**config.mk**
```make
export PLATFORM = sky130hd
export DESIGN_NAME = dot_prod_seq_flat
export DESIGN_NICKNAME = d
export VERILOG_FILES = /design/src/rtl/dot_prod_pkg.sv /design/src/rtl/dot_prod_seq_if.sv /design/src/rtl/dot_prod_seq_sat_round.sv /design/src/rtl/dot_prod_seq.sv /design/src/flat_wrapper.sv
export SDC_FILE = /design/constraint.sdc
export NUM_CORES = 1
export LEC_CHECK = 0
export CAP_MARGIN = 20
export CELL_PAD_IN_SITES_DETAIL_PLACEMENT = 1
export CELL_PAD_IN_SITES_GLOBAL_PLACEMENT = 1
export CORE_MARGIN = 2
export CORE_UTILIZATION = 45
export DETAILED_ROUTE_END_ITERATION = 8
export PLACE_DENSITY_LB_ADDON = 0.1
export SYNTH_ARGS = -nofsm -noshare
export SYNTH_HDL_FRONTEND = slang
export SYNTH_SLANG_ARGS = --single-unit
```
**constraint.sdc**
```tcl
create_clock -name clk -period 6.5 [get_ports clk]
set_clock_uncertainty 0.2 [all_clocks]
set_input_delay 0.975 -clock clk [delete_from_list [all_inputs] [get_ports clk]]
set_output_delay 0.975 -clock clk [all_outputs]
set_load 0.005 [all_outputs]
```
**src/rtl/dot_prod_pkg.sv**
```systemverilog
// Shared types and default widths for the signed 8-bit dot-product sequencer.
package dot_prod_pkg;

  localparam int DEF_DATA_W = 8;
  localparam int DEF_ACC_W  = 26;
  localparam int DEF_ADDR_W = 10;
  localparam int DEF_LEN_W  = 10;
  localparam int DEF_SHIFT  = 7;

  localparam int SAT_MAX = 127;
  localparam int SAT_MIN = -128;

  typedef enum logic [2:0] {
    IDLE,
    FETCH,
    DRAIN,
    ROUND,
    HOLD
  } state_t;

endpackage

```
**src/rtl/dot_prod_seq_if.sv**
```systemverilog
// Operand-memory, control and result handshake bundle for dot_prod_seq.
interface dot_prod_seq_if
  import dot_prod_pkg::*;
#(
  parameter int DATA_W = DEF_DATA_W,
  parameter int ACC_W  = DEF_ACC_W,
  parameter int ADDR_W = DEF_ADDR_W,
  parameter int LEN_W  = DEF_LEN_W
);

  logic                     start;
  logic                     abort;
  logic        [LEN_W-1:0]  len;
  logic        [ADDR_W-1:0] base_a;
  logic        [ADDR_W-1:0] base_b;
  logic                     re;
  logic        [ADDR_W-1:0] addr_a;
  logic        [ADDR_W-1:0] addr_b;
  logic signed [DATA_W-1:0] rdata_a;
  logic signed [DATA_W-1:0] rdata_b;
  logic                     busy;
  logic                     res_valid;
  logic                     res_ready;
  logic signed [DATA_W-1:0] res_data;
  logic signed [ACC_W-1:0]  acc_out;

  modport master (
    output start, abort, len, base_a, base_b, rdata_a, rdata_b, res_ready,
    input  re, addr_a, addr_b, busy, res_valid, res_data, acc_out
  );

  modport slave (
    input  start, abort, len, base_a, base_b, rdata_a, rdata_b, res_ready,
    output re, addr_a, addr_b, busy, res_valid, res_data, acc_out
  );

endinterface

```
**src/rtl/dot_prod_seq_sat_round.sv**
```systemverilog
// Combinational requantizer: round-half-up arithmetic right shift, then saturate.
module sat_round
  import dot_prod_pkg::*;
#(
  parameter int ACC_W  = DEF_ACC_W,
  parameter int DATA_W = DEF_DATA_W,
  parameter int SHIFT  = DEF_SHIFT
) (
  input  logic signed [ACC_W-1:0]  acc,
  output logic signed [DATA_W-1:0] res
);

  // Extra guard bit keeps the rounding add from wrapping near the accumulator limits.
  localparam logic signed [ACC_W:0] RND = (ACC_W+1)'((1 << SHIFT) >> 1);
  localparam logic signed [ACC_W:0] HI  = (ACC_W+1)'(SAT_MAX);
  localparam logic signed [ACC_W:0] LO  = (ACC_W+1)'(SAT_MIN);

  function automatic logic signed [DATA_W-1:0] round_sat(input logic signed [ACC_W-1:0] a);
    logic signed [ACC_W:0] r;
    r = ($signed({a[ACC_W-1], a}) + RND) >>> SHIFT;
    if (r > HI)      round_sat = DATA_W'(HI);
    else if (r < LO) round_sat = DATA_W'(LO);
    else             round_sat = DATA_W'(r);
  endfunction

  assign res = round_sat(acc);

endmodule

```
**src/rtl/dot_prod_seq.sv**
```systemverilog
// Sequencer + MAC datapath: streams len operand pairs from A/B memories, accumulates, requantizes.
module dot_prod_seq
  import dot_prod_pkg::*;
#(
  parameter int DATA_W = DEF_DATA_W,
  parameter int ACC_W  = DEF_ACC_W,
  parameter int ADDR_W = DEF_ADDR_W,
  parameter int LEN_W  = DEF_LEN_W,
  parameter int SHIFT  = DEF_SHIFT
) (
  input logic          clk,
  input logic          rst_n,
  dot_prod_seq_if.slave bus
);

  state_t                    state_q, state_d;
  logic        [LEN_W-1:0]   len_q;
  logic        [LEN_W-1:0]   cnt_q;
  logic        [ADDR_W-1:0]  base_a_q;
  logic        [ADDR_W-1:0]  base_b_q;
  logic                      last_issue;
  logic                      vld_p1;
  logic signed [2*DATA_W-1:0] prod_p1;
  logic signed [ACC_W-1:0]   prod_ext_p1;
  logic signed [ACC_W-1:0]   acc_p2;
  logic signed [DATA_W-1:0]  sat_p2;
  logic signed [DATA_W-1:0]  res_p3;

  assign last_issue = (cnt_q == len_q - LEN_W'(1));

  // Stage p0: address issue while fetching
  assign bus.re     = (state_q == FETCH);
  assign bus.addr_a = base_a_q + ADDR_W'(cnt_q);
  assign bus.addr_b = base_b_q + ADDR_W'(cnt_q);

  // Stage p1: read data returns one cycle after re; form the signed product
  assign prod_p1     = bus.rdata_a * bus.rdata_b;
  assign prod_ext_p1 = $signed({{(ACC_W-2*DATA_W){prod_p1[2*DATA_W-1]}}, prod_p1});

  // Stage p2: accumulator feeds the requantizer
  sat_round #(
    .ACC_W (ACC_W),
    .DATA_W(DATA_W),
    .SHIFT (SHIFT)
  ) u_sat_round (
    .acc(acc_p2),
    .res(sat_p2)
  );

  // Stage p3: registered result
  assign bus.res_data  = res_p3;
  assign bus.acc_out   = acc_p2;
  assign bus.busy      = (state_q != IDLE);
  assign bus.res_valid = (state_q == HOLD);

  always_comb begin
    state_d = state_q;
    unique case (state_q)
      IDLE:  if (!bus.abort && bus.start) state_d = (bus.len == '0) ? ROUND : FETCH;
      FETCH: if (bus.abort) state_d = IDLE;
             else if (last_issue) state_d = DRAIN;
      DRAIN: state_d = bus.abort ? IDLE : ROUND;
      ROUND: state_d = bus.abort ? IDLE : HOLD;
      HOLD:  if (bus.abort || bus.res_ready) state_d = IDLE;
      default: state_d = IDLE;
    endcase
  end

  always_ff @(posedge clk or negedge rst_n) begin
    if (!rst_n) begin
      state_q  <= IDLE;
      len_q    <= '0;
      cnt_q    <= '0;
      base_a_q <= '0;
      base_b_q <= '0;
      vld_p1   <= 1'b0;
      acc_p2   <= '0;
      res_p3   <= '0;
    end else begin
      state_q <= state_d;
      vld_p1  <= (state_q == FETCH) && !bus.abort;

      // An abort discards the in-flight read rather than folding it in.
      if (vld_p1 && !bus.abort) acc_p2 <= acc_p2 + prod_ext_p1;

      if (state_q == IDLE && bus.start && !bus.abort) begin
        len_q    <= bus.len;
        base_a_q <= bus.base_a;
        base_b_q <= bus.base_b;
        cnt_q    <= '0;
        acc_p2   <= '0;
      end

      if (state_q == FETCH && !bus.abort) cnt_q <= cnt_q + LEN_W'(1);

      if (state_q == ROUND && !bus.abort) res_p3 <= sat_p2;
    end
  end

endmodule

```
**src/flat_wrapper.sv**
```systemverilog
// flat-port wrapper written by rule: the top's interface ports become plain ports
module dot_prod_seq_flat import dot_prod_pkg::*;
#(
  parameter int DATA_W = DEF_DATA_W,
  parameter int ACC_W  = DEF_ACC_W,
  parameter int ADDR_W = DEF_ADDR_W,
  parameter int LEN_W  = DEF_LEN_W,
  parameter int SHIFT  = DEF_SHIFT
)
  (clk, rst_n, bus_start, bus_abort, bus_len, bus_base_a, bus_base_b, bus_rdata_a, bus_rdata_b, bus_res_ready, bus_re, bus_addr_a, bus_addr_b, bus_busy, bus_res_valid, bus_res_data, bus_acc_out);
  dot_prod_seq_if #(.DATA_W(DATA_W), .ACC_W(ACC_W), .ADDR_W(ADDR_W), .LEN_W(LEN_W)) bus_i ();
  input logic clk;
  input logic rst_n;
  input wire logic [$bits(bus_i.start)-1:0] bus_start;
  input wire logic [$bits(bus_i.abort)-1:0] bus_abort;
  input wire logic [$bits(bus_i.len)-1:0] bus_len;
  input wire logic [$bits(bus_i.base_a)-1:0] bus_base_a;
  input wire logic [$bits(bus_i.base_b)-1:0] bus_base_b;
  input wire logic [$bits(bus_i.rdata_a)-1:0] bus_rdata_a;
  input wire logic [$bits(bus_i.rdata_b)-1:0] bus_rdata_b;
  input wire logic [$bits(bus_i.res_ready)-1:0] bus_res_ready;
  output wire logic [$bits(bus_i.re)-1:0] bus_re;
  output wire logic [$bits(bus_i.addr_a)-1:0] bus_addr_a;
  output wire logic [$bits(bus_i.addr_b)-1:0] bus_addr_b;
  output wire logic [$bits(bus_i.busy)-1:0] bus_busy;
  output wire logic [$bits(bus_i.res_valid)-1:0] bus_res_valid;
  output wire logic [$bits(bus_i.res_data)-1:0] bus_res_data;
  output wire logic [$bits(bus_i.acc_out)-1:0] bus_acc_out;
  assign bus_i.start = bus_start;
  assign bus_i.abort = bus_abort;
  assign bus_i.len = bus_len;
  assign bus_i.base_a = bus_base_a;
  assign bus_i.base_b = bus_base_b;
  assign bus_i.rdata_a = bus_rdata_a;
  assign bus_i.rdata_b = bus_rdata_b;
  assign bus_i.res_ready = bus_res_ready;
  assign bus_re = bus_i.re;
  assign bus_addr_a = bus_i.addr_a;
  assign bus_addr_b = bus_i.addr_b;
  assign bus_busy = bus_i.busy;
  assign bus_res_valid = bus_i.res_valid;
  assign bus_res_data = bus_i.res_data;
  assign bus_acc_out = bus_i.acc_out;
  dot_prod_seq #(.DATA_W(DATA_W), .ACC_W(ACC_W), .ADDR_W(ADDR_W), .LEN_W(LEN_W), .SHIFT(SHIFT)) u_core (.clk(clk), .rst_n(rst_n), .bus(bus_i));
endmodule
```
[Word level (Yosys, flattened, before mapping)]
Index checks and enable logic that the tools add are counted.
Operators by class
  add/subtract/negate cells: 6
  multiply operators: 1
  magnitude comparators: 2
  equal/unequal tests: 8
  muxes and demuxes: 14
  reductions and logical operators: 14
Operator list (number)
  two-way mux 26 bit: 2
  adder 26 x 8 -> 27 bit, second input constant: 1
  adder 26 x 16 -> 26 bit: 1
  adder 10 bit: 2
  greater-than comparator 20 x 8 -> 1 bit, second input constant: 1
  less-than comparator 20 x 8 -> 1 bit, second input constant: 1
  two-way mux 10 bit: 2
  multiplier 8 x 8 -> 16 bit: 1
  two-way mux 8 bit: 2
  two-way mux 3 bit: 5
  case mux 3 bit (5 select lines): 1
  adder 10 x 1 -> 10 bit, second input constant: 1
  == test 10 bit: 1
  zero test 10 bit: 1
  subtractor 10 x 1 -> 10 bit, second input constant: 1
  == test 3 x 2 -> 1 bit, second input constant: 2
  logical AND 1 bit: 6
  two-way mux 2 bit: 2
  inequality test 2 x 1 -> 1 bit, second input constant: 2
  nonzero test 2 bit: 2
  == test 3 x 1 -> 1 bit, second input constant: 1
  == test 3 bit, second input constant: 1
  zero test 3 bit: 1
  inequality test 3 x 2 -> 1 bit, second input constant: 1
  4 further kinds: 4
Word-level totals
  register bits after elaboration: 78
  bits of input ports: 51
  output and inout port bits: 57
  logic and storage cells: 53

[Logic depth before layout (Yosys ltp)]
Gate-level depths: netlist of run 1.
  depth after elaboration: 5
  depth in mapped cells: 20
  gate-level depth less buffers: 19

[Modules after synthesis]
A second synthesis of run 1 with hierarchy kept.
Unflattened totals
  cell total of the unflattened synthesis: 972
  area total of the unflattened synthesis: 9206.3 um^2
By module, submodules not included
  dot_prod_seq: instances 1, cells an instance 869, area an instance 8453.1 um^2, seq. area each 1951.9 um^2
  sat_round: instances 1, cells an instance 103, area an instance 753.2 um^2, seq. area each 0.0 um^2

[Least setup slack after synthesis of run 1]
Ideal clock, no wire load.
  path type: input to register
  start: in bus_rdata_b[1]
  end: reg u_core.acc_p2[23], in the netlist u_core.bus.acc_out[23]
  setup time: 0.122 ns
  arrival time: 6.108 ns
  data required time: 6.178 ns
  slack: 0.071 ns
  stages on the path: 17
  buffers on the path: 1
  cell sequence: clkbuf_1 > and2_1 > fa_1 > inv_1 > fa_1 > inv_1 > fa_1 > fa_1 > ha_1 > ha_1 > a21oi_1 > o211ai_1 > a21oi_1 > a21oi_1 > o31a_1 > or3_1 > a32o_1
Between the ends
  word-level cells in the longest chain between the ends: 4
RTL lines
  start, declared: line flat_wrapper.sv:20  | input wire logic [$bits(bus_i.rdata_b)-1:0] bus_rdata_b;
  multiplier 8 x 8 -> 16 bit: line dot_prod_seq.sv:37  | assign prod_p1 = bus.rdata_a * bus.rdata_b;
  adder 26 x 16 -> 26 bit: line dot_prod_seq.sv:84  | if (vld_p1 && !bus.abort) acc_p2 <= acc_p2 + prod_ext_p1;
  two-way mux 26 bit: line dot_prod_seq.sv:84
  two-way mux 26 bit: line dot_prod_seq.sv:86  | if (state_q == IDLE && bus.start && !bus.abort) begin
  end signal, assigned: line dot_prod_seq.sv:84
  end, declared: line dot_prod_seq.sv:25  | logic signed [ACC_W-1:0] acc_p2;
Every way passes these cells. The select of a mux whose other input is x is not followed.
A chain may end at the register's enable or synchronous reset.

[Worst setup path in the final report of run 1]
  start: in bus_rdata_b[3]
  end: reg u_core.acc_p2[25], in the netlist u_core.bus.acc_out[25]
The elaborated chain is that of the path after synthesis.

==> impl_metrics.py, run 1 <==
metrics = {
    "clocking": {
        "cts_buffers": 9,
        "cts_tree": "done",
        "root_buffer": "clkbuf_16",
        "post_cts_buffers": 0,
        "cts_max_path_buffers": 2,
        "clock-sinks": 78,
        "worstSkewPairLatency_ns": 0.35,
        "path_clk_slew_ns": 0.07,
        "htreeDepth": 3,
    },
    "timing": {
        "fin_crit_sh_pct": 96.13,
        "worst_hold_slack_ns": 0.2891,
        "relSlewSlack_pct": 53.42,
        "slew_viol_final": 0,
        "fmaxAchievable_ghz": 0.1600,
        "worst-slew-pin-transition_ns": 0.6988,
        "setup_violations": 0,
        "post-route-min-period_ns": 6.248,
        "rsz0062_at_grt": "false",
        "hold_violations": 0,
    },
    "synth": {
        "synth_cell_types": 68,
        "synth_most_common_cell": "nand2_1",
        "yosysSeqAreaShare_pct": 21.42,
        "ys.flop_type": "dfrtp_1",
        "syn_area_per_cell_um2": 9.280,
        "async_reset_ff_share_pct": 100.0,
        "yosys-top-cells-area": "fa_1 (25%), dfrtp_1 (21%), ha_1 (11%), nand2_1 (6.6%), inv_1 (4.7%)",
        "ys_warn_count": 0,
        "synth.cell_area_um2": 9112,
        "syn_inst": 982,
        "synth_area_leader_cell": "fa_1",
        "synth_top_area_share_pct": 24.61,
        "synthTopCellsByCount": "nand2_1 (161), inv_1 (115), fa_1 (112), ha_1 (81), dfrtp_1 (78)",
        "ys_ff_latch": 78,
        "postSynthNetCount": 1226,
        "synth-edff-count": 0,
    },
    "power": {
        "power.density_nw_per_um2": 523.2,
        "power_mw": 5.937,
        "leakagePower_nw": 5.545,
        "ir_worst_vdd_v": 0.0003034,
    },
    "placed_design": {
        "hpwl_um": 20760,
        "gp_congestion": 0.8415,
        "portBuffers": 107,
    },
    "status": {
        "status": "complete, no violations",
    },
    "grt": {
        "grt_pass1_vias": 8239,
        "antenna_found_initial": 0,
        "grt_max_degree": 79,
        "grt_usage_pct": 25.09,
        "grt_first_pass_wirelength_um": 43030,
        "grt-ovfl-total": 0,
    },
    "worst_setup_path": {
        "r2r_slack_ns": 1.02,
        "start_kind": "input pin",
        "crit_fanout": 5,
        "cp.arrival_ns": 6.33,
        "critPathRequiredTime_ns": 6.58,
        "crit_path_end_kind": "flop",
        "worstSetupPathType": "in -> reg",
    },
    "job": {
        "cap_violations": 0,
    },
    "floorplan": {
        "die-area_um2": 21400,
        "initial_utilization_pct": 45.47,
        "fp-row-count": 52,
        "die_w_um": 146.3,
        "ios": 108,
        "die_h_um": 146.3,
        "core_um2": 20040,
    },
    "routing": {
        "drc": 0,
        "routed_wl_um": 25790,
        "ant_nets": 0,
        "wire_per_inst_um": 18.21,
        "drtIter0Drc": 367,
        "vias": 7621,
        "viasPerCell": 5.382,
        "drt-pass1-iter-count": 4,
    },
    "min_path": {
        "hp-class": "reg -> reg",
    },
    "final_layout": {
        "seq_area_um2": 1952,
        "layout-drive-gt1-share_pct": 9.337,
        "fillers": 2351,
        "multi_input_area_um2": 6671,
        "antenna_cells": 0,
        "final_nets": 1385,
        "syn2layout_area_growth_pct": 24.54,
    },
}
[logic make-up after synthesis]
logic type	synth area share, %
buffers and inverters	5.794
DFF	21.42
xor gates and xnor gates	5.671
and+or+nand+nor	18.07
muxes	1.002
AOI/OAI and AO/OA	12.32
adders and majority gates	35.73
[what timing repair did]
action / 4_1_cts / 5_1_grt
hold buffers: 0 / 0
endpoints found under the hold margin: 0 / 0
setup endpoints to repair: 1 / 6
pin swaps: 0 / 1
gates resized for setup: 1 / 17
[where the power goes]
| group | leakage, nW | switching (mW) | internal (mW) |
|---|---|---|---|
| combinational | 4.33 | 2.33 | 2.19 |
| sequential | 1.03 | 0.175 | 0.585 |
| clock | 0.185 | 0.226 | 0.429 |
[flip-flops by register name (all words and copies together), names as in the netlist]
signal               flops
u_core.bus.acc_out      26
u_core.base_a_q         10
u_core.base_b_q         10
u_core.cnt_q            10
u_core.len_q            10
u_core.bus.res_data      8
u_core.state_q           3
u_core.vld_p1            1
[routing by layer]
layer  part of all wire, %  global-route usage (%)  wire (µm)
met1                    46                   35.03      11940
met3                   3.1                   2.875        790
met5                     0                       0          0
met2                    49                   42.43      12690
met4                   1.5                   5.485        374
[critical path, stage by stage]
cell	delay (ns)
clkdlybuf4s50_1	0.59
buf_4	0.18
nand2_1	0.08
fa_1	0.49
fa_1	0.52
inv_1	0.07
fa_1	0.52
fa_1	0.57
fa_1	0.44
ha_1	0.36
o211ai_1	0.11
o21a_2	0.25
a211o_1	0.34
a21oi_2	0.18
nor3_1	0.10
a2111oi_1	0.39
nand3b_1	0.15
[final cells by class]
class | instances | share of cell area, %
multi-input cells | 767 | 58.79
flip-flops and latches | 78 | 17.20
repair buffers | 168 | 13.83
inverters | 117 | 3.870
well taps | 270 | 2.977
clock buffers | 10 | 2.106
clock inverters | 6 | 1.235
[final timing paths]
check,start,endpoint,cells past startpoint
hold / removal,u_core.base_b_q[3],u_core.base_b_q[3],2
setup reg to reg,u_core.bus.acc_out[6],u_core.bus.acc_out[25],17
max in group asynchronous,rst_n,u_core.bus.acc_out[8],2
setup / recovery,bus_rdata_b[3],u_core.bus.acc_out[25],17
hold reg to reg,u_core.base_b_q[3],u_core.base_b_q[3],2
min in group asynchronous,rst_n,u_core.base_b_q[9],1
[cells in the final DEF, fill, tap and decap left out, drive strengths merged, types with 13 or more instances in the layout]
master           n
nand2          161
inv            117
fa             112
clkdlybuf4s50  102
ha              81
dfrtp           78
buf             62
o21ai           54
a21oi           42
nor2            37
and2            37
xnor2           32
xor2            27
nand3           20
a21o            13
nor3            13
[through the flow]
stage	setup TNS [ns]	utilization, %	area, µm²	std cells	worst slack [ns]
after floorplan	0	-	9112	982	0.07057
after global placement	-0.2423	54.37	10900	1399	-0.08558
after detailed placement	-1.740	54.37	10900	1399	-0.3386
after CTS	0	56.28	11280	1415	0.04542
after global routing	0	56.63	11350	1416	0.03988
final	0	56.63	11350	1416	0.2517
No activity file was read; power rests on OpenSTA's default activity.
==> run 2, diff against run 1 <==
Settings changed: SKIP_CTS_REPAIR_TIMING set to 1.
==> results of run 2 <==
The final DEF is identical to that of run 1; final timing and power are the same.
Main changes from that run: wire length of the first global-routing pass 43030 µm -> 43010 µm; via count of the first global-routing pass 8239 -> 8241; overall routing resource usage 25.09% -> 25.08%; met1 usage 35.03% -> 35.01%
